==> src/rtl/lsu_pkg.sv <==
// Shared types and helpers for the load/store memory controller.
// Holds the FSM state encoding, the RISC-V funct3 width codes and the size/alignment checks.
package lsu_pkg;

    typedef enum logic [1:0] {
        ST_IDLE  = 2'd0,
        ST_ISSUE = 2'd1,
        ST_WAIT  = 2'd2,
        ST_RESP  = 2'd3
    } lsu_state_e;

    localparam logic [2:0] F3_LB  = 3'b000;
    localparam logic [2:0] F3_LH  = 3'b001;
    localparam logic [2:0] F3_LW  = 3'b010;
    localparam logic [2:0] F3_LD  = 3'b011;
    localparam logic [2:0] F3_LBU = 3'b100;
    localparam logic [2:0] F3_LHU = 3'b101;
    localparam logic [2:0] F3_LWU = 3'b110;
    localparam logic [2:0] F3_SB  = 3'b000;
    localparam logic [2:0] F3_SH  = 3'b001;
    localparam logic [2:0] F3_SW  = 3'b010;
    localparam logic [2:0] F3_SD  = 3'b011;

    // Access size in bytes; 0 marks an encoding that is undefined for this direction.
    function automatic logic [3:0] access_bytes(input logic load, input logic [2:0] funct3);
        logic [3:0] bytes;
        case (funct3)
            F3_LB:   bytes = 4'd1;
            F3_LH:   bytes = 4'd2;
            F3_LW:   bytes = 4'd4;
            F3_LD:   bytes = 4'd8;
            F3_LBU:  bytes = load ? 4'd1 : 4'd0;
            F3_LHU:  bytes = load ? 4'd2 : 4'd0;
            F3_LWU:  bytes = load ? 4'd4 : 4'd0;
            default: bytes = 4'd0;
        endcase
        return bytes;
    endfunction

    function automatic logic is_misaligned(input logic [3:0] bytes, input logic [2:0] addr_lo);
        logic mis;
        case (bytes)
            4'd2:    mis = addr_lo[0];
            4'd4:    mis = |addr_lo[1:0];
            4'd8:    mis = |addr_lo;
            default: mis = 1'b0;
        endcase
        return mis;
    endfunction

endpackage

==> src/rtl/lsu_mem_ctrl_load_align.sv <==
// Load data aligner: picks the addressed bytes out of a full memory word
// and sign- or zero-extends them according to funct3.
module lsu_load_align
    import lsu_pkg::*;
#(
    parameter int N    = 64,
    parameter int OFFW = 3
) (
    input  logic [N-1:0]    rdata,
    input  logic [OFFW-1:0] offset,
    input  logic [2:0]      funct3,
    output logic [N-1:0]    data
);

    logic [N-1:0] shifted_s;

    // Right-justify the addressed lane, then extend from the access size (funct3[2] = unsigned).
    always_comb begin
        shifted_s = rdata >> {offset, 3'b000};
        data      = shifted_s;
        case (funct3[1:0])
            2'b00: begin
                if (funct3[2]) data = N'(shifted_s[7:0]);
                else           data = N'($signed(shifted_s[7:0]));
            end
            2'b01: begin
                if (funct3[2]) data = N'(shifted_s[15:0]);
                else           data = N'($signed(shifted_s[15:0]));
            end
            2'b10: begin
                if (funct3[2]) data = N'(shifted_s[31:0]);
                else           data = N'($signed(shifted_s[31:0]));
            end
            default: data = shifted_s;
        endcase
    end

endmodule

==> src/rtl/lsu_mem_ctrl.sv <==
// Load/store sequencing controller between the memory stage and a req/gnt/rvalid data memory.
// Optional access-fault timeout is built when LSU_TIMEOUT_EN is defined.
module lsu_mem_ctrl
    import lsu_pkg::*;
#(
    parameter int N              = 64,
    parameter int TIMEOUT_CYCLES = 64
) (
    input  logic           clk,
    input  logic           rst,
    input  logic           req_valid,
    output logic           req_ready,
    input  logic           req_load,
    input  logic           req_store,
    input  logic [2:0]     req_funct3,
    input  logic [N-1:0]   req_addr,
    input  logic [N-1:0]   req_wdata,
    output logic           mem_req,
    input  logic           mem_gnt,
    output logic           mem_we,
    output logic [N-1:0]   mem_addr,
    output logic [N-1:0]   mem_wdata,
    output logic [N/8-1:0] mem_wmask,
    input  logic           mem_rvalid,
    input  logic [N-1:0]   mem_rdata,
    output logic           rsp_valid,
    output logic [N-1:0]   rsp_data,
    output logic           exc_valid,
    output logic           exc_store,
    output logic           exc_fault,
    output logic [N-1:0]   exc_addr,
    output logic           busy
);

    localparam int NB   = N / 8;
    localparam int OFFW = $clog2(NB);

    lsu_state_e      state_r;
    logic            store_r;
    logic            bad_r;
    logic [2:0]      funct3_r;
    logic            mem_req_r;
    logic            mem_we_r;
    logic [N-1:0]    mem_addr_r;
    logic [N-1:0]    mem_wdata_r;
    logic [NB-1:0]   mem_wmask_r;
    logic            rsp_valid_r;
    logic [N-1:0]    rsp_data_r;
    logic            exc_valid_r;
    logic            exc_store_r;
    logic [N-1:0]    exc_addr_r;
    logic            busy_r;

    logic [3:0]      bytes_s;
    logic            bad_s;
    logic [OFFW-1:0] off_s;
    logic [NB-1:0]   base_mask_s;
    logic [NB-1:0]   mask_s;
    logic [N-1:0]    wdata_s;
    logic [N-1:0]    load_data_s;
    logic            tmo_hit_s;

    // Classify and pre-shape the incoming request so the accept edge can capture bus values.
    always_comb begin
        bytes_s     = access_bytes(req_load, req_funct3);
        off_s       = req_addr[OFFW-1:0];
        bad_s       = (req_load == req_store) || (bytes_s == 4'd0) ||
                      (bytes_s > 4'(NB)) || is_misaligned(bytes_s, req_addr[2:0]);
        base_mask_s = NB'((16'd1 << bytes_s) - 16'd1);
        mask_s      = base_mask_s << off_s;
        wdata_s     = req_wdata << {off_s, 3'b000};
    end

    lsu_load_align #(
        .N    (N),
        .OFFW (OFFW)
    ) u_load_align (
        .rdata  (mem_rdata),
        .offset (mem_addr_r[OFFW-1:0]),
        .funct3 (funct3_r),
        .data   (load_data_s)
    );

`ifdef LSU_TIMEOUT_EN
    localparam int TW = $clog2(TIMEOUT_CYCLES) + 1;

    logic [TW-1:0] tmo_cnt_r;
    logic          exc_fault_r;
    logic          tmo_fire_s;

    // The timeout only fires when the event the state is waiting for did not arrive this cycle.
    always_comb begin
        tmo_hit_s  = (tmo_cnt_r == TW'(TIMEOUT_CYCLES - 1));
        tmo_fire_s = tmo_hit_s &&
                     (((state_r == ST_ISSUE) && !bad_r && !mem_gnt) ||
                      ((state_r == ST_WAIT) && !mem_rvalid));
    end

    // Outstanding-access cycle counter; IDLE clears it so it starts at zero on ISSUE entry.
    always_ff @(posedge clk) begin
        if (rst) begin
            tmo_cnt_r   <= '0;
            exc_fault_r <= 1'b0;
        end else begin
            exc_fault_r <= tmo_fire_s;
            if (state_r == ST_IDLE) begin
                tmo_cnt_r <= '0;
            end else if ((state_r == ST_ISSUE) || (state_r == ST_WAIT)) begin
                tmo_cnt_r <= tmo_cnt_r + TW'(1);
            end else begin
                tmo_cnt_r <= tmo_cnt_r;
            end
        end
    end

    assign exc_fault = exc_fault_r;
`else
    assign tmo_hit_s = 1'b0;
    assign exc_fault = 1'b0;
`endif

    // Main sequencer; all bus and response outputs are registered here.
    always_ff @(posedge clk) begin
        if (rst) begin
            state_r     <= ST_IDLE;
            store_r     <= 1'b0;
            bad_r       <= 1'b0;
            funct3_r    <= 3'b000;
            mem_req_r   <= 1'b0;
            mem_we_r    <= 1'b0;
            mem_addr_r  <= '0;
            mem_wdata_r <= '0;
            mem_wmask_r <= '0;
            rsp_valid_r <= 1'b0;
            rsp_data_r  <= '0;
            exc_valid_r <= 1'b0;
            exc_store_r <= 1'b0;
            exc_addr_r  <= '0;
            busy_r      <= 1'b0;
        end else begin
            rsp_valid_r <= 1'b0;
            exc_valid_r <= 1'b0;
            exc_store_r <= 1'b0;
            exc_addr_r  <= '0;
            case (state_r)
                ST_IDLE: begin
                    if (req_valid) begin
                        store_r     <= req_store;
                        bad_r       <= bad_s;
                        funct3_r    <= req_funct3;
                        mem_addr_r  <= req_addr;
                        mem_req_r   <= !bad_s;
                        mem_we_r    <= !bad_s && req_store;
                        mem_wmask_r <= (!bad_s && req_store) ? mask_s : '0;
                        mem_wdata_r <= (!bad_s && req_store) ? wdata_s : '0;
                        rsp_data_r  <= '0;
                        busy_r      <= 1'b1;
                        state_r     <= ST_ISSUE;
                    end
                end
                // Illegal requests spend their check cycle here with mem_req held low.
                ST_ISSUE: begin
                    if (bad_r) begin
                        rsp_valid_r <= 1'b1;
                        exc_valid_r <= 1'b1;
                        exc_store_r <= store_r;
                        exc_addr_r  <= mem_addr_r;
                        state_r     <= ST_RESP;
                    end else if (mem_gnt) begin
                        mem_req_r   <= 1'b0;
                        rsp_valid_r <= store_r;
                        state_r     <= store_r ? ST_RESP : ST_WAIT;
                    end else if (tmo_hit_s) begin
                        mem_req_r   <= 1'b0;
                        rsp_valid_r <= 1'b1;
                        exc_valid_r <= 1'b1;
                        exc_store_r <= store_r;
                        exc_addr_r  <= mem_addr_r;
                        state_r     <= ST_RESP;
                    end
                end
                ST_WAIT: begin
                    if (mem_rvalid) begin
                        rsp_data_r  <= load_data_s;
                        rsp_valid_r <= 1'b1;
                        state_r     <= ST_RESP;
                    end else if (tmo_hit_s) begin
                        rsp_valid_r <= 1'b1;
                        exc_valid_r <= 1'b1;
                        exc_store_r <= store_r;
                        exc_addr_r  <= mem_addr_r;
                        state_r     <= ST_RESP;
                    end
                end
                ST_RESP: begin
                    busy_r  <= 1'b0;
                    state_r <= ST_IDLE;
                end
                default: begin
                    mem_req_r <= 1'b0;
                    busy_r    <= 1'b0;
                    state_r   <= ST_IDLE;
                end
            endcase
        end
    end

    assign req_ready = (state_r == ST_IDLE) && !rst;
    assign mem_req   = mem_req_r;
    assign mem_we    = mem_we_r;
    assign mem_addr  = mem_addr_r;
    assign mem_wdata = mem_wdata_r;
    assign mem_wmask = mem_wmask_r;
    assign rsp_valid = rsp_valid_r;
    assign rsp_data  = rsp_data_r;
    assign exc_valid = exc_valid_r;
    assign exc_store = exc_store_r;
    assign exc_addr  = exc_addr_r;
    assign busy      = busy_r;

endmodule

==> config.mk <==
export PLATFORM = sky130hd
export DESIGN_NAME = lsu_mem_ctrl
export DESIGN_NICKNAME = d
export VERILOG_FILES = /design/src/rtl/lsu_pkg.sv /design/src/rtl/lsu_mem_ctrl_load_align.sv /design/src/rtl/lsu_mem_ctrl.sv
export SDC_FILE = /design/constraint.sdc
export NUM_CORES = 1
export LEC_CHECK = 0
export ABC_AREA = 1
export BUFFER_PORTS_ARGS = -buffer_cell sky130_fd_sc_hd__buf_2
export CAP_MARGIN = 15
export CORE_AREA = 2 2 186 188
export CTS_CLUSTER_SIZE = 10
export DETAILED_ROUTE_END_ITERATION = 12
export DIE_AREA = 0 0 188 190
export PLACE_DENSITY = 0.65
export SLEW_MARGIN = 25
export SYNTH_ARGS = -nofsm -noshare
export SYNTH_HDL_FRONTEND = slang
export SYNTH_SLANG_ARGS = --single-unit
==> constraint.sdc <==
create_clock -name clk -period 1.98 [get_ports clk]
set_input_delay 0.396 -clock clk [delete_from_list [all_inputs] [get_ports clk]]
set_output_delay 0.396 -clock clk [all_outputs]
set_load 0.005 [all_outputs]
Word-level counts from Yosys, hierarchy flattened
Cells that the tools add are included.
W data, S select, Z words.
{ "classes": {"n_addsub": 1, "order_cmp": 1, "n_eq_ne": 20, "n_shift": 4, "mux": 31, "bitwise_logic": 2, "reduce_logical": 23} }
{ "op_table": {"columns": ["cell", "count"], "rows": [
  ["$mux W64", 6],
  ["$pmux W64 S3", 1],
  ["$pmux W64 S2", 1],
  ["$shl A64 B6 Y64", 1],
  ["$shr A64 B6 Y64", 1],
  ["$pmux W4 S7", 1],
  ["$mux W1", 10],
  ["$mux W2", 5],
  ["$eq A3 B3 Y1 const B", 3],
  ["$mux W8", 1],
  ["$ne A2 B2 Y1 const B", 4],
  ["$pmux W2 S4", 1],
  ["$shl A1 B4 Y8 const A", 1],
  ["$shl A8 B3 Y8", 1],
  ["$sub A8 B1 Y8 const B", 1],
  ["$eq A2 B2 Y1 const B", 3],
  ["$eq A3 B2 Y1 const B", 2],
  ["$pmux W1 S2", 3],
  ["$reduce_and A3 Y1", 2],
  ["$reduce_bool A2 Y1", 3],
  ["$reduce_or A3 Y1", 2],
  ["$eq A2 B1 Y1 const B", 2],
  ["$eq A4 B2 Y1 const B", 1],
  ["$eq A4 B3 Y1 const B", 1],
  ["17 further kinds", 25]
]} }
{ "word_totals": {"regBits": 277, "input_bits": 202, "output_inout_bits": 272, "wordCells": 97} }

Logic depth before layout (Yosys ltp)
Gate-level depths: netlist of run 1.
{ "depth": {"depth_word": 9, "depth_mapped": 16, "ltp_nobuf": 16} }

By module
A second synthesis of run 1 with hierarchy kept.
{ "hier_totals": {"hier_cells": 1932, "hier_area_um2": 13430.4} }
{ "by_module_without_submodules": {"columns": ["mod", "n_inst", "cells_each", "area_each_um2", "seq_area_each_um2"], "rows": [
  ["lsu_mem_ctrl", 1, 1457, 11051.8, 5545.3],
  ["lsu_load_align", 1, 475, 2378.5, 0.0]
]} }

Worst setup path before layout of run 1
OpenSTA, ideal clock, no wires.
{ "synth_path": {"path_kind": "reg-to-reg", "from": "register state_r[0]", "to": "register rsp_data_r[54] (netlist: rsp_data[54])", "setup_ns": 0.070, "arrival_ns": 1.716, "t_required_ns": 1.910, "setup_slack_ns": 0.194, "path_stages_with_launch": 10, "path_buffers": 1, "synth_period_minus_slack_ns": 1.786, "path_cell_list": "dfxtp_1 inv_1 ha_1 inv_1 nor2_1 nor2_1 clkbuf_1 nand2_1 o21bai_1 a21oi_1"} }
{ "synth_via": {"elab_chain_cells": 3, "elab_cells_between_ends": 7, "cone_classes": "eq/ne (3); mux (1); reduce/logical (3)"} }
{ "synth_lines": {"columns": ["item", "line", "source"], "rows": [
  ["start, declared", "lsu_mem_ctrl.sv:38", "lsu_state_e state_r;"],
  ["start signal, assigned", "lsu_mem_ctrl.sv:172", "state_r <= store_r ? ST_RESP : ST_WAIT;"],
  ["$eq A2 B2 Y1 or $logic_not A2 Y1 (tied branches)", "lsu_mem_ctrl.sv:145", "case (state_r)"],
  ["$ne A2 B2 Y1 (no source line) or $reduce_bool A2 Y1 (tied branches)", null, null],
  ["$reduce_and A3 Y1 (no source line)", null, null],
  ["end signal, assigned", "lsu_mem_ctrl.sv:184", "rsp_data_r <= load_data_s;"],
  ["end, declared", "lsu_mem_ctrl.sv:48", "logic [N-1:0] rsp_data_r;"]
]} }
Several ways; a longest one is shown, not always the timed one.
A chain may end at the register's enable or synchronous reset.

Final worst setup path of run 1
{ "layout_path": {"from": "register mem_addr_r[1] (netlist: mem_addr[1])", "to": "output port mem_addr[1]"} }
{ "layout_lines": {"columns": ["item", "line", "source"], "rows": [
  ["start, declared", "lsu_mem_ctrl.sv:44", "logic [N-1:0] mem_addr_r;"],
  ["start signal, assigned", "lsu_mem_ctrl.sv:151", "mem_addr_r <= req_addr;"],
  ["end, declared", "lsu_mem_ctrl.sv:21", "output logic [N-1:0] mem_addr,"]
]} }
No word-level cell between the ends.

==> summary.md, run 1 <==
| Metric | Value |
|---|---|
| Area grow syn2layout | 30.98% |
| Initial core utilization | 0.3946 |
| PortBufs | 472 |
| Clk slew on worst S/H paths | 0.05 ns |
| Startpoint Class | flip-flop |
| CTS tree | yes |
| Share of layout cells above drive strength 1 | 0.2610 |
| WP data arrival | 1.52 ns |
| Gate Count Post-Synth | 1997 |
| Synth top area share | 0.4139 |
| Critical path buffers and inverters | 2 |
| DRT antenna net count | 0 |
| DP Area | 0.01644 mm^2 |
| First-pass DRT Iterations | 6 |
| Hpwl dp | 38460 um |
| Slowest-stage cell, CP | dfxtp_1 |
| Setup_tns | 0 ns |
| Final Cycle Share | 0.9672 |
| Tmin final | 1.915 ns |
| H-tree level count | 2 |
| Vias after detailed routing | 15160 |
| Distinct cells, synth | 36 |
| Leakage power | 8.440 nW |
| Worst hold margin | 0.1563 ns |
| Initial antenna violation count | 3 |
| CTS Sinks | 277 |
| Syn Nets | 2204 |
| Most frequent cells in the layout | nand2_1 (625), buf_2 (471), dfxtp_1 (276) |
| Core area | 0.03395 mm^2 |
| Cell taking the most area after synthesis | dfxtp_1 |
| Critical path's largest stage delay | 0.52 ns |
| Routed WL | 52240 um |
| DR WL/cell | 18.06 um |
| Worst min-delay path class | in2reg |
| DRC Markers | 0 |
| Synth area leaders | dfxtp_1 (41%), nand2_1 (18%), a21oi_1 (9.3%) |
| Aggregate global routing overflow | 0 |
| Overall Power | 19.24 mW |
| Final setup viols | 0 |
| Initial drt markers | 1264 |
| RSZ-0062 raised after global routing | false |
| Synthesized cell area | 0.01340 mm^2 |
| Worst path cell trace | buf_8, buf_2 |
| Status | finished clean |
| Largest net degree at the start of global routing | 123 |
| Worst skew pair latency | 0.52 ns |
| GPL Wtd Cong | 0.9575 |
| Die area | 0.03572 mm^2 |
| Die Y | 190 um |
| Final instance area | 0.01755 mm^2 |
| Vias in the first global route | 14040 |
| Total CTS buffers | 35 |
| Crit Path Max Fanout | 36 |
| Commonest non-fill, non-tap cell in the layout | nand2_1 |
| CTS Hold Bufs | 0 |
| First-pass GRT wire length | 77280 um |
| Worst slack, placed | 0.02979 ns |
| Flops & latches, synth | 277 |
| Slew margin rel. | 0.6479 |
| Gr usage total | 0.2728 |
| Worst-case clock buffer depth | 3 |
| Total count of hold-check failures in the final report | 0 |
| Clock root buffer | clkbuf_16 |
| Max-cap check violation count | 0 |
| Horiz. Die Dim | 188 um |
| Max Clock Skew | 0.02022 ns |
| PD cells | 1097 mW/mm^2 |
| Slew @ Worst Pin | 0.5276 ns |
| Critical Path RT | 1.58 ns |
| Peak VDD IR | 0.0007477 V |
| Ys Warns | 0 |
| Avg Cell Area, Syn | 6.708 um^2 |
| Max Clock Freq | 0.5222 GHz |
| CP Class | reg2out |
| Ports | 474 |
| CP top delay family | flip-flops |
| Final setup margin | 0.06496 ns |
| Endpoint class of the critical path | output pin |
| Final Slew Violations | 0 |
| Std cell rows | 68 |
| # nets final | 2634 |
| Vias/cell | 5.241 |
| Sequential share of the synthesized area | 0.4139 |
==> worst register-to-register path: stages (launching register included) <==
cell	delay, ns
dfxtp_1	0.34
inv_1	0.11
ha_2	0.22
inv_1	0.06
nor2_1	0.12
inv_1	0.10
o21ai_0	0.08
inv_1	0.11
o21ai_4	0.13
buf_12	0.22
nand2_1	0.11
a21oi_1	0.17
==> per-layer routing <==
layer  track usage  vias to the layer above  wire [um]
met2        0.4605                      643      24800
met1        0.3295                     7014      20580
li1              -                     7363          -
met3       0.06622                      137       4546
met4        0.1220                        4       2291
met5             0                        -         22
==> area by class of cell <==
class,count,area (um^2)
well taps,455,569.3
clock inverters,8,77.57
repair buffers,547,3233
repair inverters,1,7.507
flip-flops and latches,277,5549
multi-input cells,1426,6674
clock buffers,39,900.9
inverters,139,533.0
diodes,1,2.502
fillers,3486,16400
==> final timing paths <==
check                                                  to  depth (start not counted)                       from  slack, ns
worst max-delay path                          mem_addr[1]                          2   mem_addr[1]$_SDFFE_PP0P_       0.06
worst min-delay path            mem_addr[50]$_SDFFE_PP0P_                          3               req_addr[50]       0.16
worst max register to register  rsp_data[46]$_SDFFE_PP0P_                         11    state_r[0]$_SDFFE_PP0P_       0.14
worst min register to register    exc_addr[14]$_SDFF_PP0_                          2  mem_addr[14]$_SDFFE_PP0P_       0.44
==> cells by family after synthesis <==
group | after synthesis | synth area share
AO/OA/AOI/OAI | 537 | 0.2218
adder cells (fa/ha/maj) | 5 | 0.004670
buffers and inverters | 294 | 0.08975
flip-flops | 277 | 0.4139
multiplexers | 7 | 0.005230
other | 1 | 0.0002799
AND/OR/NAND/NOR | 876 | 0.2643
==> cell usage after synthesis <==
library cell	instances
buf_4	8
o311ai_0	4
buf_6	3
nand4_1	3
o21ai_0	179
a21oi_1	249
buf_2	32
dfxtp_1	277
o2111ai_1	4
o211ai_1	49
clkbuf_1	93
buf_1	18
nor2_1	110
conb_1	1
inv_2	5
and2_1	5
ha_1	5
mux2i_1	7
nor2_8	1
or2_2	20
clkinv_4	1
a2bb2oi_1	3
o21ai_1	2
nor2_4	1
nand3_2	1
nand2_1	626
nor3_1	2
inv_1	133
o21bai_1	34
nand2_2	3
o31ai_1	3
clkbuf_2	1
o21ai_2	2
o21a_1	8
nand2_4	2
nand3_1	102
==> sequential cells by signal, summed over array words and instances (netlist names), 2 cells and up <==
name / flops
mem_addr: 64
funct3_r: 3
state_r: 2
exc_addr: 64
rsp_data: 64
mem_wmask: 8
mem_wdata: 64
==> through the flow <==
step / util / instances
finish: 0.5169 / 2893
global route: 0.5168 / 2892
CTS: 0.5133 / 2886
detailed placement: 0.4843 / 2839
global placement: 0.4843 / 2839
floorplan: - / 1997
==> power breakdown <==
part | switching, mW | leakage [nW] | internal [mW]
clock network | 2.43 | 0.486 | 3.25
logic | 4.51 | 5.71 | 2.44
registers | 0.392 | 2.25 | 6.22
==> repair_timing <==
item | in CTS | in global routing
setup endpoints to repair | 1 | 63
pin swaps | 0 | 0
setup buffers | 0 | 2
gates resized for setup | 1 | 12
gates cloned | 0 | 4
No activity file was read; power rests on OpenSTA's default activity.
==> run 2, diff against run 1 <==
--- a/config.mk
+++ b/config.mk
@@ -8,11 +8,12 @@
 export ABC_AREA = 1
 export BUFFER_PORTS_ARGS = -buffer_cell sky130_fd_sc_hd__buf_2
 export CAP_MARGIN = 15
-export CORE_AREA = 2 2 186 188
+export CELL_PAD_IN_SITES_DETAIL_PLACEMENT = 1
+export CELL_PAD_IN_SITES_GLOBAL_PLACEMENT = 1
+export CORE_UTILIZATION = 34
 export CTS_CLUSTER_SIZE = 10
 export DETAILED_ROUTE_END_ITERATION = 12
-export DIE_AREA = 0 0 188 190
-export PLACE_DENSITY = 0.65
+export PLACE_DENSITY = 0.79
 export SLEW_MARGIN = 25
 export SYNTH_ARGS = -nofsm -noshare
 export SYNTH_HDL_FRONTEND = slang
==> run 2 against run 1 <==
Compared with the run above: wire length is 15% higher; global-route usage is 1.3 points higher; sequential share of layout area is 0.82 points lower; critical path type unchanged; critical endpoint unchanged; largest cell class unchanged; highest routed layer unchanged.
==> summary.md, run 2 (synthesis gave the netlist of run 1 again) <==
| Metric | Value |
|---|---|
| Vias/cell | 5.216 |
| GPL Wtd Cong | 0.9595 |
| Startpoint Class | flip-flop |
| PD cells | 1132 mW/mm^2 |
| # nets final | 2663 |
| Max-cap check violation count | 0 |
| Worst skew pair latency | 0.55 ns |
| Status | finished clean |
| Initial core utilization | 0.3458 |
| First-pass GRT wire length | 90040 um |
| FF-to-FF Start | mem_addr[0]$_SDFFE_PP0P_ |
| Slew margin rel. | 0.6407 |
| Endpoint class of the critical path | output pin |
| CTS Hold Bufs | 0 |
| Final setup viols | 0 |
| Overall Power | 20.40 mW |
| Critical Path RT | 1.58 ns |
| Initial drt markers | 952 |
| Routed WL | 60330 um |
| Tmin final | 1.924 ns |
| Most frequent cells in the layout | nand2_1 (625), buf_2 (472), dfxtp_1 (274) |
| Initial antenna violation count | 5 |
| Peak VDD IR | 0.0006375 V |
| Vias in the first global route | 15650 |
| Worst-case clock buffer depth | 3 |
| Worst min-delay path class | in2reg |
| Layout fillers | 5110 |
| Hold Path Depth | 2 |
| Clk slew on worst S/H paths | 0.06 ns |
| Hpwl dp | 44340 um |
| PortBufs | 472 |
| DRT antenna net count | 0 |
| Final setup margin | 0.05574 ns |
| Area grow syn2layout | 34.54% |
| HP Start | rst |
| Vias after detailed routing | 15600 |
| Crit Path Max Fanout | 36 |
| WP data arrival | 1.53 ns |
| First-pass DRT Iterations | 5 |
| R2R setup slack | 0.07 ns |
| Total CTS buffers | 35 |
| Slew @ Worst Pin | 0.5369 ns |
| Crit. Startpoint | mem_addr[1]$_SDFFE_PP0P_ |
| Max Clock Freq | 0.5197 GHz |
| Final Cycle Share | 0.9718 |
| Die area | 0.04020 mm^2 |
| DR WL/cell | 20.17 um |
| Max Clock Skew | 0.02655 ns |
| Worst-case reg-to-reg path depth | 12 |
| Worst slack, placed | -0.02163 ns |
| Critical Path End | mem_addr[1] |
| RSZ-0062 raised after global routing | true |
| Share of layout cells above drive strength 1 | 0.2737 |
| Std cell rows | 72 |
| Ports | 474 |
| Die Y | 200.5 um |
| Aggregate global routing overflow | 0 |
| H-tree level count | 2 |
| Core area | 0.03874 mm^2 |
| Clock root buffer | clkbuf_16 |
| Largest net degree at the start of global routing | 100 |
| Final Slew Violations | 0 |
| DRC Markers | 0 |
| Commonest non-fill, non-tap cell in the layout | nand2_1 |
| Horiz. Die Dim | 200.5 um |
| FF-to-FF End | rsp_data[33]$_SDFFE_PP0P_ |
| Leakage power | 8.617 nW |
| CP Class | reg2out |
| Gr usage total | 0.2854 |
| Total count of hold-check failures in the final report | 0 |
| CTS Sinks | 277 |
| CTS tree | yes |
run 2: how the worst min path moves through the flow:
stage | slack (ns) | end
2_1_floorplan | 0.41 | exc_store$_SDFF_PP0_
3_3_place_gp | 0.44 | exc_addr[61]$_SDFF_PP0_
3_5_place_dp | 0.44 | exc_addr[25]$_SDFF_PP0_
4_1_cts | 0.08 | mem_req$_SDFFE_PP0P_
5_1_grt | 0.11 | mem_req$_SDFFE_PP0P_
6_report | 0.11 | mem_req$_SDFFE_PP0P_
run 2: final cells by class:
cell class / instances / area [um^2] / share of cell area
Tap cell: 518 / 648.1 / 0.03596
Antenna cell: 3 / 7.507 / 0.0004165
Multi-Input combinational cell: 1426 / 6708 / 0.3722
Sequential cell: 277 / 5552 / 0.3080
Clock buffer: 47 / 992.2 / 0.05505
Clock inverter: 4 / 60.06 / 0.003332
Inverter: 139 / 535.5 / 0.02971
Timing Repair Buffer: 577 / 3521 / 0.1953
run 2: worst max-delay path, stage by stage, from the launching register on:
cell	delay, ns
dfxtp_1	0.34
buf_4	0.17
buf_8	0.27
buf_2	0.21
run 2: layer usage:
metal  vias up  track usage  routed length, um
li1       7404            -                  -
met1      7515       0.3357              23930
met2       543       0.5045              29980
met3       136      0.05227               3809
met4         4       0.1254               2575
met5         -            0                 31
run 2: timing repair:
action,in CTS,in global routing
setup buffers,0,7
setup endpoints to repair,2,158
resized for setup,2,22
gates cloned,0,6
run 2: where the power goes:
group	switching, mW	total [mW]	internal, mW
Sequential	0.399	6.62	6.22
Combinational	4.97	7.71	2.75
Clock	2.47	6.08	3.60
run 2: through the flow:
stage	area [um^2]	setup TNS (ns)	util	std cells	hold slack, ns
final	18020	0	0.4653	2991	0.1091
after global placement	16740	0	0.4322	2925	0.4354
after detailed placement	16740	-0.06332	0.4322	2925	0.4445
after CTS	17800	0	0.4594	2975	0.08369
after floorplan	13400	0	-	1997	0.4147
after global routing	18020	-0.07537	0.4653	2991	0.1103
